### src/rtl/mips_mc_control.sv
// Multi-cycle control unit: sequences FETCH/DECODE/EXEC/MEM/WB per opcode and drives datapath strobes.
// Optional build macro ILLEGAL_TRAP_EN turns illegal opcodes into a halting error instead of a NOP.
module mips_mc_control #(
  parameter int MUL_MAX_CYCLES = 32,
  parameter int CNT_W          = 16
) (
  input  logic             clock,
  input  logic             reset,
  input  logic             start,
  input  logic [5:0]       instr_op,
  input  logic             alu_zero,
  input  logic             mul_done,
  output logic             ir_write,
  output logic             pc_write,
  output logic [1:0]       pc_src,
  output logic             rf_read_en,
  output logic             alu_src_imm,
  output logic [1:0]       alu_op,
  output logic             mul_start,
  output logic             mem_read,
  output logic             mem_write,
  output logic             rf_write,
  output logic [1:0]       rf_wsel,
  output logic             busy,
  output logic             halted,
  output logic             err,
  output logic [CNT_W-1:0] retired
);

  localparam int MCNT_W = $clog2(MUL_MAX_CYCLES + 1);

  localparam logic [2:0] S_IDLE   = 3'd0;
  localparam logic [2:0] S_FETCH  = 3'd1;
  localparam logic [2:0] S_DECODE = 3'd2;
  localparam logic [2:0] S_EXEC   = 3'd3;
  localparam logic [2:0] S_MULW   = 3'd4;
  localparam logic [2:0] S_MEM    = 3'd5;
  localparam logic [2:0] S_WB     = 3'd6;
  localparam logic [2:0] S_HALT   = 3'd7;

  localparam logic [5:0] OP_HALT  = 6'd0;
  localparam logic [5:0] OP_ADDU  = 6'd1;
  localparam logic [5:0] OP_BEQ   = 6'd2;
  localparam logic [5:0] OP_LW    = 6'd3;
  localparam logic [5:0] OP_MUL   = 6'd4;
  localparam logic [5:0] OP_ADDIU = 6'd5;
  localparam logic [5:0] OP_SW    = 6'd6;
  localparam logic [5:0] OP_J     = 6'd7;
  localparam logic [5:0] OP_JR    = 6'd8;

  localparam logic [1:0] PC_INC = 2'd0;
  localparam logic [1:0] PC_BR  = 2'd1;
  localparam logic [1:0] PC_JMP = 2'd2;
  localparam logic [1:0] PC_REG = 2'd3;

  localparam logic [1:0] ALU_ADD = 2'd0;
  localparam logic [1:0] ALU_SUB = 2'd1;

  localparam logic [1:0] WSEL_ALU = 2'd0;
  localparam logic [1:0] WSEL_MEM = 2'd1;
  localparam logic [1:0] WSEL_MUL = 2'd2;

  localparam logic [MCNT_W-1:0] MUL_LAST = MCNT_W'(MUL_MAX_CYCLES - 1);

  logic [2:0]        state_q,   state_d;
  logic [5:0]        op_q,      op_d;
  logic [MCNT_W-1:0] mul_cnt_q, mul_cnt_d;
  logic [CNT_W-1:0]  retired_q, retired_d;
  logic              err_q,     err_d;
  logic              retire;

  // Next-state, opcode latch, multiplier watchdog and retire bookkeeping.
  always_comb begin
    // NOTE: every signal gets a default first so no path through the case leaves a latch.
    state_d   = state_q;
    op_d      = op_q;
    mul_cnt_d = '0;
    err_d     = err_q;
    retire    = 1'b0;

    case (state_q)
      S_IDLE: begin
        if (start) state_d = S_FETCH;
      end
      S_FETCH: state_d = S_DECODE;
      S_DECODE: begin
        op_d = instr_op;
        if (instr_op == OP_HALT) begin
          state_d = S_HALT;
        end else if (instr_op > OP_JR) begin
`ifdef ILLEGAL_TRAP_EN
          state_d = S_HALT;
          err_d   = 1'b1;
`else
          state_d = S_FETCH;
          retire  = 1'b1;
`endif
        end else begin
          state_d = S_EXEC;
        end
      end
      S_EXEC: begin
        case (op_q)
          OP_ADDU, OP_ADDIU: state_d = S_WB;
          OP_LW, OP_SW:      state_d = S_MEM;
          OP_MUL:            state_d = S_MULW;
          OP_BEQ, OP_J, OP_JR: begin
            state_d = S_FETCH;
            retire  = 1'b1;
          end
          default:           state_d = S_FETCH;
        endcase
      end
      S_MULW: begin
        // Counter holds the number of MULW cycles already spent without a result.
        if (mul_done) begin
          state_d = S_WB;
        end else if (mul_cnt_q == MUL_LAST) begin
          state_d = S_HALT;
          err_d   = 1'b1;
        end else begin
          mul_cnt_d = mul_cnt_q + 1'b1;
        end
      end
      S_MEM: begin
        if (op_q == OP_SW) begin
          state_d = S_FETCH;
          retire  = 1'b1;
        end else begin
          state_d = S_WB;
        end
      end
      S_WB: begin
        state_d = S_FETCH;
        retire  = 1'b1;
      end
      S_HALT:  state_d = S_HALT;
      default: state_d = S_IDLE;
    endcase

    retired_d = retired_q;
    if (retire && (retired_q != {CNT_W{1'b1}})) retired_d = retired_q + 1'b1;
  end

  // NOTE: sequential state uses non-blocking assignments so all flops update from pre-edge values.
  always_ff @(posedge clock or posedge reset) begin
    if (reset) begin
      state_q   <= S_IDLE;
      op_q      <= OP_HALT;
      mul_cnt_q <= '0;
      retired_q <= '0;
      err_q     <= 1'b0;
    end else begin
      state_q   <= state_d;
      op_q      <= op_d;
      mul_cnt_q <= mul_cnt_d;
      retired_q <= retired_d;
      err_q     <= err_d;
    end
  end

  // Moore decode of the datapath strobes; alu_zero only gates the beq PC update.
  always_comb begin
    ir_write    = 1'b0;
    pc_write    = 1'b0;
    pc_src      = PC_INC;
    rf_read_en  = 1'b0;
    alu_src_imm = 1'b0;
    alu_op      = ALU_ADD;
    mul_start   = 1'b0;
    mem_read    = 1'b0;
    mem_write   = 1'b0;
    rf_write    = 1'b0;
    rf_wsel     = WSEL_ALU;

    case (state_q)
      S_FETCH: begin
        ir_write = 1'b1;
        pc_write = 1'b1;
      end
      S_DECODE: rf_read_en = 1'b1;
      S_EXEC: begin
        case (op_q)
          OP_ADDIU, OP_LW, OP_SW: alu_src_imm = 1'b1;
          OP_BEQ: begin
            alu_op   = ALU_SUB;
            pc_src   = PC_BR;
            pc_write = alu_zero;
          end
          OP_J: begin
            pc_write = 1'b1;
            pc_src   = PC_JMP;
          end
          OP_JR: begin
            pc_write = 1'b1;
            pc_src   = PC_REG;
          end
          OP_MUL:  mul_start = 1'b1;
          default: alu_op    = ALU_ADD;
        endcase
      end
      S_MEM: begin
        if (op_q == OP_SW) mem_write = 1'b1;
        else               mem_read  = 1'b1;
      end
      S_WB: begin
        rf_write = 1'b1;
        case (op_q)
          OP_LW:   rf_wsel = WSEL_MEM;
          OP_MUL:  rf_wsel = WSEL_MUL;
          default: rf_wsel = WSEL_ALU;
        endcase
      end
      default: ir_write = 1'b0;
    endcase
  end

  assign busy    = (state_q != S_IDLE) && (state_q != S_HALT);
  assign halted  = (state_q == S_HALT);
  assign err     = err_q;
  assign retired = retired_q;

endmodule
### config.mk
export PLATFORM = sky130hd
export DESIGN_NAME = mips_mc_control
export DESIGN_NICKNAME = d
export VERILOG_FILES = /design/src/rtl/mips_mc_control.sv
export SDC_FILE = /design/constraint.sdc
export NUM_CORES = 1
export LEC_CHECK = 0
export CAP_MARGIN = 40
export CORE_MARGIN = 2
export CORE_UTILIZATION = 55
export CTS_CLUSTER_SIZE = 20
export DETAILED_ROUTE_END_ITERATION = 8
export DONT_BUFFER_PORTS = 1
export GPL_ROUTABILITY_DRIVEN = 0
export PLACE_DENSITY = 0.71
export SETUP_SLACK_MARGIN = 0.5
export SLEW_MARGIN = 25
export SYNTH_ARGS = -nofsm -noshare
export SYNTH_HDL_FRONTEND = slang
export SYNTH_SLANG_ARGS = --single-unit
### constraint.sdc
create_clock -name clock -period 1.9 [get_ports clock]
set_clock_uncertainty 0.15 [all_clocks]
set_input_delay 0 -clock clock [delete_from_list [all_inputs] [get_ports clock]]
set_output_delay 0 -clock clock [all_outputs]
set_load 0.01 [all_outputs]
; ---- Word level (Yosys, flattened, before mapping)
; Index checks and enable logic that the tools add are counted.
[word_totals]
input_bits = 11
wordCells = 75
reg_bits = 32
ram_bits = 0
mem_bits_ro = 0
latch_bits = 0
n_memories = 0
[op_classes]
n_mul = 0
order_cmp = 1
div_mod_pow = 0
n_shift = 0
n_reduce_logical = 12
bitwise_logic = 1
add_sub_neg = 2
eq_ne = 20
mux = 34
[ops]
columns = operator, count
row1 = "6-bit by 3-bit equality test with 1-bit output, second input constant", 4
row2 = 3-bit one-hot mux with 8 select lines, 1
row3 = 6-bit 2-to-1 mux, 3
row4 = "16-bit by 1-bit adder with 16-bit output, second input constant", 1
row5 = 1-bit 2-to-1 mux, 16
row6 = "16-bit inequality test, second input constant", 1
row7 = 3-bit 2-to-1 mux, 5
row8 = "3-bit equality test, second input constant", 4
row9 = "6-bit by 2-bit equality test with 1-bit output, second input constant", 2
row10 = 3-bit one-hot mux with 3 select lines, 1
row11 = "6-bit by 1-bit adder with 6-bit output, second input constant", 1
row12 = "3-bit by 2-bit equality test with 1-bit output, second input constant", 2
row13 = "6-bit by 1-bit equality test with 1-bit output, second input constant", 1
row14 = "6-bit by 4-bit equality test with 1-bit output, second input constant", 1
row15 = "6-bit by 5-bit equality test with 1-bit output, second input constant", 1
row16 = "6-bit by 4-bit > comparator with 1-bit output, second input constant", 1
row17 = 6-bit logical NOT, 1
row18 = 2-bit 2-to-1 mux, 3
row19 = "3-bit inequality test, second input constant", 2
row20 = 2-bit one-hot mux with 3 select lines, 1
row21 = 2-bit OR reduction, 3
row22 = 3-bit OR reduction, 2
row23 = 1-bit one-hot mux with 2 select lines, 2
row24 = 1-bit one-hot mux with 4 select lines, 1
row25 = other kinds (9), 10

; ---- Depth between registers and ports, before layout
; Gate-level depths: netlist (run 1).
[depth]
depth_word = 5
depth_mapped = 7
depth_no_buf = 6

; ---- Least setup slack after synthesis (run 1)
; Ideal clock, no wire load.
[synth_path]
path_kind = reg-to-reg
from = register op_q[3]
to = register retired_q[10] (netlist: retired[10])
t_required_ns = 1.625
path_slack_ns = -0.328
setup_time_ns = 0.125
arrival_ns = 1.954
path_stages_with_launch = 7
period_less_slack_ns = 2.228
n_path_buf = 1
cell_sequence = dfrtp_1 > or3_1 > buf_2 > nor4_4 > a211oi_2 > nor3b_1 > mux2_2
[synth_between]
elab_chain_len = 5
[synth_lines]
columns = item, line
row1 = from (decl), 66  ; logic [5:0] op_q, op_d;
row2 = from (signal assigned), 155  ; op_q <= op_d;
row3 = "6-bit by 2-bit equality test with 1-bit output, or another cell as far along", 103  ; case (op_q)
row4 = 3-bit OR reduction, 103
row5 = 1-bit 2-to-1 mux, 103
row6 = 1-bit one-hot mux with 4 select lines *, 81  ; case (state_q)
row7 = 1-bit logical AND *, 142  ; if (retire && (retired_q != {CNT_W{1'b1}})) retired_d = retired_q + 1'b1;
row8 = to (signal assigned), 157  ; retired_q <= retired_d;
row9 = to (decl), 68  ; logic [CNT_W-1:0] retired_q, retired_d;
; Every way passes the cells marked *; elsewhere a longest branch is shown, timed or not.
; A chain may end at the register's enable or synchronous reset.

; ---- Worst setup path in the final report (run 1)
[layout_path]
from = register op_q[4]
to = register retired_q[14] (netlist: retired[14])
; The elaborated chain is that of the path after synthesis.

==> impl_summary.txt, run 1 <==
----------------------------------------------------
[Worst setup path]
  WP data required ... 1.98 ns
  Maximum fanout along the worst path ... 8
  Worst Path Arrival ... 2.38 ns
  Number of buffers and inverters on the critical path ... 0
  Critical path class ... flop to flop
  Slowest cell on the critical path ... or3_4
  Dominant delay contributor by cell family on the critical path ... simple AND/OR/NAND/NOR gates
  Kind of end point of the critical path ... flop
  Critical path, cell by cell ... or3_4, nor4_4, a211oi_4, nor3_2, mux2_4
  Crit-path max cell delay ... 0.44 ns
  Startpoint Class ... flop

[Synth]
  Fraction of synthesized cell area taken by the top area cell type ... 42.6%
  Number of enable-type register cells in the synthesized netlist ... 0
  Cell types with the highest counts after synthesis ... dfrtp_1 (32), nor2_1 (19), nand2_1 (16)
  Synthesized net count ... 208
  Average size of a mapped cell ... 9.64 um2
  Mapped Area ... 1880 um2
  Most used standard cell by instance count after synthesis ... dfrtp_1
  Number of warning messages in the yosys log ... 0
  Main area contributors after synthesis ... dfrtp_1 (43%), xor2_1 (7.0%), mux2_2 (6.0%)
  Number of flip-flops and latches in the synthesized netlist ... 32
  Async SR Flop Fraction ... 100%
  Cell count after synthesis ... 195
  Distinct cell type count after synthesis ... 40
  Portion of the post-synthesis area used by sequential elements ... 42.6%
  Dominant register cell in the synthesized netlist ... dfrtp_1
  Leading area contributor after synthesis ... dfrtp_1

[Worst hold path]
  Type of the worst min-delay path ... input port to asynchronous set/reset pin

[STA]
  Setup repair after global routing missed its margin ... true
  Period utilisation layout ... 121%
  Final period demand of the worst path ... 2.30 ns
  Max-slew violation total from the final report ... 0
  Endpoints failing setup ... 28
  Maximum clock rate ... 0.435 GHz
  Relative slew margins ... 63.0%
  Worst-case hold slack ... -0.0103 ns
  Final hold violation count ... 4
  Tightest Pin Transition ... 0.553 ns
  Final critical-path setup slack ... -0.401 ns

[Floorplanning]
  Height of the chip ... 62.5 um
  Area of the core ... 3310 um2
  Std-Cell Rows ... 21
  Starting density of the core ... 56.8%
  Die outline width ... 62.5 um
  Die area ... 3900 um2
  Number of I/O pins ... 44

[Clock tree]
  Root cell of the clock tree ... clkbuf_4
  Total clock buffers created by CTS ... 5
  # H-tree levels ... 2
  Clock-pin slew on the worst setup and hold paths ... 0.11 ns
  Maximum root-to-sink buffer count ... 2
  Clock tree from TritonCTS ... yes
  Insertion delay of the later-clocked pin in the worst-skew pair ... 0.34 ns
  Number of sinks driven by the clock tree ... 32

[Finish]
  Final core utilization ... 94.5%
  Growth of design area from synthesis to finish ... 66.3%
  Filler-free cell count of the finished design ... 319
  Ant. Diodes ... 0
  Count of fill cells added during filler insertion ... 92
  Nets ... 286
  Fraction of final layout cells sized beyond drive strength 1 ... 57.5%

[Route]
  Average wire per cell in the routed design ... 27.4 um
  WL final ... 8740 um
  Initial DRC count ... 288
  Number of iterations in the first detailed-routing pass ... 5
  Vias per cell ... 6.70
  Count of unresolved DRC violations after routing ... 0
  Antenna-violating nets left ... 0
  Via count ... 2137

[Global routing]
  Vias in the first global route ... 2052
  Wire length of the first global-routing pass ... 11100 um
  Maximum number of pins on one net before global-route repair ... 15
  GRT overflow ... 0
  GRT Util Overall ... 37.2%
  Antenna violations before repair ... 0

[Place]
  Port Buffers ... 0
  Total placed cells including tap cells ... 276
  Dpl hpwl ... 3420 um

[Power and ir drop]
  Static leakage ... 0.00128 uW
  Pwr Density ... 1430 nW/um2
  Worst voltage drop across the vdd grid ... 1.02 mV

[Run]
  Number of maximum-capacitance constraint violations ... 0

[Outcome]
  Run status ... finished with violations
  Violations in the final reports ... hold timing, setup timing

----------------------------------------------------
[timing repair]
action / in CTS / in global routing
setup buffers: 19 / 7
hold buffers: 10 / 0
hold endpoints to repair: 49 / 0
endpoints found under the setup margin: 45 / 47
pin swaps: 24 / 18
resized for setup: 63 / 36
[per-stage QoR]
stage | setup slack [ns] | setup TNS (ns) | instance area [um2] | total power, uW
after floorplan | -0.140 | -0.908 | 2010 | 2170
after global placement | -0.0725 | -0.565 | 2360 | 2800
after detailed placement | -0.123 | -1.17 | 2360 | 2870
after CTS | -0.0702 | -0.710 | 2930 | 3870
after global routing | -0.424 | -7.33 | 3130 | 4590
final | -0.401 | -6.10 | 3130 | 4470
[sequential cells by signal, indices dropped and copies added (netlist names)]
register / cells
retired: 16
mul_cnt_q: 6
op_q: 6
state_q: 3
err: 1
[logic make-up after synthesis]
family | Yosys count | share of synthesized area, %
simple gates | 95 | 29.9
flops | 32 | 42.6
compound gates | 21 | 7.39
xor+xnor | 18 | 8.38
buf+inv | 15 | 3.73
mux | 11 | 6.52
fa+ha+maj | 2 | 1.33
other cells | 1 | 0.199
[area by class of cell]
class	count	area, um2	share of cell area [%]
well taps	46	57.6	1.84
multi-input cells	148	1440	46.0
inverters	5	21.3	0.680
repair buffers	81	742	23.7
clock buffers	7	65.1	2.08
flip-flops and latches	32	805	25.7
[path summary, 6_finish.rpt]
check,slack [ns],end,start,cells past startpoint
max in group asynchronous,1.04,op_q[3]$_DFFE_PP0P_,reset,3
setup / recovery,-0.40,retired[14]$_DFFE_PP0P_,op_q[4]$_DFFE_PP0P_,5
min in group clock,0.05,state_q[2]$_DFFE_PP0P_,instr_op[4],4
hold reg to reg,0.41,err$_DFFE_PP0P_,err$_DFFE_PP0P_,1
hold / removal,-0.01,retired[1]$_DFFE_PP0P_,reset,2
setup reg to reg,-0.40,retired[14]$_DFFE_PP0P_,op_q[4]$_DFFE_PP0P_,5
[power breakdown]
group	leakage, uW	total (uW)	internal [uW]	switching [uW]
combinational	0.000859	2890	1310	1570
clock	0.0000374	448	210	238
sequential	0.000386	1130	891	241
total	0.00128	4470	2410	2050
[worst reg2reg max path, cell delays in order, from the launching register on]
cell and delay (ns):
dfrtp_1 0.43, or3_4 0.44, nor4_4 0.38, a211oi_4 0.14
nor3_2 0.32, mux2_4 0.34
[cell usage in the layout, fill, tap and decap left out, drive strengths merged, types with 2 or more instances in the layout]
master	netlist	layout
a21oi	4	4
nor3b	2	2
nand2	16	16
xor2	15	15
nor2	19	19
nor3	13	13
clkbuf	6	7
or3	4	4
nand3b	3	3
mux2	10	10
dlygate4sd3	0	10
dfrtp	32	32
nand3	10	10
and4b	2	2
o21ai	6	6
a21o	2	2
ha	2	2
and3	7	7
xnor2	3	3
inv	5	5
nand2b	4	4
nor4	6	6
and4	3	3
nor4b	4	4
buf	4	71
a31oi	2	2
[metal layers]
| metal | share of wire, % | vias to the layer above | GRT usage (%) |
|---|---|---|---|
| met5 | 0 | - | 0 |
| met4 | 7.8 | 0 | 22.8 |
| met3 | 9.0 | 69 | 8.11 |
| met2 | 48 | 201 | 60.2 |
| met1 | 35 | 1022 | 45.6 |
| li1 | - | 845 | - |
No activity file was read; power rests on OpenSTA's default activity.
==> run 2, diff against run 1 <==
==> constraint.sdc (replaced) <==
create_clock -name clock -period 1.9 [get_ports clock]
set_clock_uncertainty 0.15 [all_clocks]
set_input_delay 0.19 -clock clock [delete_from_list [all_inputs] [get_ports clock]]
set_output_delay 0.19 -clock clock [all_outputs]
set_load 0.01 [all_outputs]
==> impl_summary.txt, run 2 (synthesis results as in run 1) <==
----------------------------------------------------
[Outcome]
  Run status ... finished with violations
  Violations in the final reports ... hold timing, setup timing

[Place]
  Post-place setup slack ... -0.0998 ns (+0.0228 ns)
  Post-DP Area ... 2430 um2 (+2.6%)
  Total placed cells including tap cells ... 284 (+2.9%)
  Dpl hpwl ... 3660 um (+7.0%)
  Port Buffers ... 0 (unchanged)

[Clock tree]
  Number of sinks driven by the clock tree ... 32 (unchanged)
  Clock-pin slew on the worst setup and hold paths ... 0.13 ns (+0.02 ns)
  Total clock buffers created by CTS ... 5 (unchanged)
  # H-tree levels ... 2 (unchanged)
  Root cell of the clock tree ... clkbuf_4
  Insertion delay of the later-clocked pin in the worst-skew pair ... 0.36 ns (+0.02 ns)
  Maximum root-to-sink buffer count ... 2 (unchanged)
  Clock tree from TritonCTS ... yes

[Finish]
  Nets ... 289 (+1.0%)
  Filler-free cell count of the finished design ... 323 (+1.3%)
  Growth of design area from synthesis to finish ... 66.7%
  Final core utilization ... 94.7% (+0.19 points)
  Fraction of final layout cells sized beyond drive strength 1 ... 58.5% (+0.97 points)
  Commonest cells after routing, fill and taps aside ... buf_4 (52), dfrtp_1 (27), buf_6 (22)
  Largest register FFs ... 16 (unchanged)
  Leading cell type in the layout, fill and taps excluded ... buf_4
  Count of fill cells added during filler insertion ... 84 (-8.7%)
  Cell area after layout ... 3130 um2 (+0.20%)
  Ant. Diodes ... 0 (unchanged)

[Route]
  Average wire per cell in the routed design ... 27.5 um (+0.42%)
  Vias per cell ... 6.89 (+2.8%)
  Number of iterations in the first detailed-routing pass ... 5 (unchanged)
  Antenna-violating nets left ... 0 (unchanged)
  Count of unresolved DRC violations after routing ... 0 (unchanged)
  Via count ... 2224 (+4.1%)
  Initial DRC count ... 266 (-7.6%)
  WL final ... 8880 um (+1.7%)

[Global routing]
  Wire length of the first global-routing pass ... 12700 um (+15%)
  Antenna violations before repair ... 0 (unchanged)
  Vias in the first global route ... 2324 (+13%)
  GRT overflow ... 0 (unchanged)
  Maximum number of pins on one net before global-route repair ... 19 (+4)
  GRT Util Overall ... 43.5% (+6.3 points)

[Floorplanning]
  Height of the chip ... 62.5 um (unchanged)
  Starting density of the core ... 56.8% (unchanged)
  Die area ... 3900 um2 (unchanged)
  Die outline width ... 62.5 um (unchanged)
  Std-Cell Rows ... 21 (unchanged)
  Area of the core ... 3310 um2 (unchanged)
  Number of I/O pins ... 44 (unchanged)

[Worst setup path]
  Maximum fanout along the worst path ... 5 (-3)
  Worst Path Arrival ... 1.93 ns (-0.45 ns)
  Critical path class ... flop to output port
  WP data required ... 1.56 ns (-0.42 ns)
  Startpoint Class ... flop
  Kind of end point of the critical path ... output port

[STA]
  Final hold violation count ... 1 (-3)
  Max-slew violation total from the final report ... 0 (unchanged)
  Endpoints failing setup ... 30 (+7.1%)
  Relative slew margins ... 51.7% (-11 points)
  Tightest Pin Transition ... 0.723 ns (+0.170 ns)
  Final critical-path setup slack ... -0.369 ns (+0.0323 ns)
  Maximum clock rate ... 0.441 GHz (+1.4%)
  Setup repair after global routing missed its margin ... true
  Period utilisation layout ... 119% (-1.7 points)
  Final period demand of the worst path ... 2.27 ns (-0.0323 ns)
  Worst-case hold slack ... -0.00713 ns (+0.00320 ns)

[Power and ir drop]
  Worst voltage drop across the vdd grid ... 1.13 mV (+11%)
  Overall power of the completed layout ... 4620 uW (+3.5%)
  Static leakage ... 0.00130 uW (+1.4%)
  Pwr Density ... 1480 nW/um2 (+3.3%)

[Worst hold path]
  Type of the worst min-delay path ... input port to flop

[Run]
  Number of maximum-capacitance constraint violations ... 0 (unchanged)

----------------------------------------------------
## run 2: cell types whose count changed in the layout (fill, tap and decap cells not counted), sizes merged
cell	delta
buf	+5
clkbuf	-1
dlygate4sd3	-2
clkinvlp	+2
## run 2: worst max-delay path: stages (launching register included)
cell	delay [ns]
dfrtp_2	0.49
nand3b_1	0.26
buf_4	0.22
nor2_4	0.13
and3_4	0.21
nand2_2	0.07
a31oi_4	0.18
## run 2: repair_timing
| action | 4_1_cts | 5_1_grt |
|---|---|---|
| buffers inserted | 15 | 8 |
| endpoints found under the hold margin | 30 | 0 |
| endpoints found under the setup margin | 47 | 47 |
| pin swaps | 29 | 10 |
| hold buffers | 8 | 0 |
| resized for setup | 80 | 15 |
## run 2: where the power goes
group	switching (uW)	internal (uW)
clock network	282	180
registers	243	894
logic	1610	1420
## run 2: final timing paths
| kind | endpoint | depth (start not counted) | slack [ns] | startpoint |
|---|---|---|---|---|
| max | pc_write | 6 | -0.37 | state_q[2]$_DFFE_PP0P_ |
| min | state_q[2]$_DFFE_PP0P_ | 3 | -0.007 | instr_op[2] |
| max reg2reg | retired[8]$_DFFE_PP0P_ | 7 | -0.33 | op_q[3]$_DFFE_PP0P_ |
| min reg2reg | mul_cnt_q[0]$_DFF_PP0_ | 1 | 0.34 | mul_cnt_q[0]$_DFF_PP0_ |
| max in group asynchronous | mul_cnt_q[3]$_DFF_PP0_ | 3 | 0.64 | reset |
| min in group asynchronous | retired[11]$_DFFE_PP0P_ | 2 | 0.25 | reset |
## run 2: per-layer routing
layer	share of wire [%]	routed length [um]	global-route usage, %	up-vias
met4	8.7	774	27.2	0
met3	10	926	10.8	87
met1	33	2960	48.9	1064
li1	-	-	-	854
met2	48	4220	73.9	219
met5	0	0	0	-
## run 2: area by class of cell
| type | instances | area, um2 | area share (%) |
|---|---|---|---|
| inverters | 5 | 18.8 | 0.599 |
| repair buffers | 84 | 753 | 24.0 |
| multi-input cells | 148 | 1430 | 45.7 |
| well taps | 46 | 57.6 | 1.84 |
| clock inverters | 2 | 15.0 | 0.479 |
| flip-flops and latches | 32 | 807 | 25.7 |
| clock buffers | 6 | 51.3 | 1.64 |
## run 2: stage by stage
stage | TNS [ns] | hold slack [ns]
after floorplan | -0.907 | 0.156
final | -6.77 | -0.00713
after CTS | -3.91 | 0.00127
after global routing | -7.80 | 0.0335
after detailed placement | -1.06 | 0.0703
after global placement | -0.182 | 0.0640
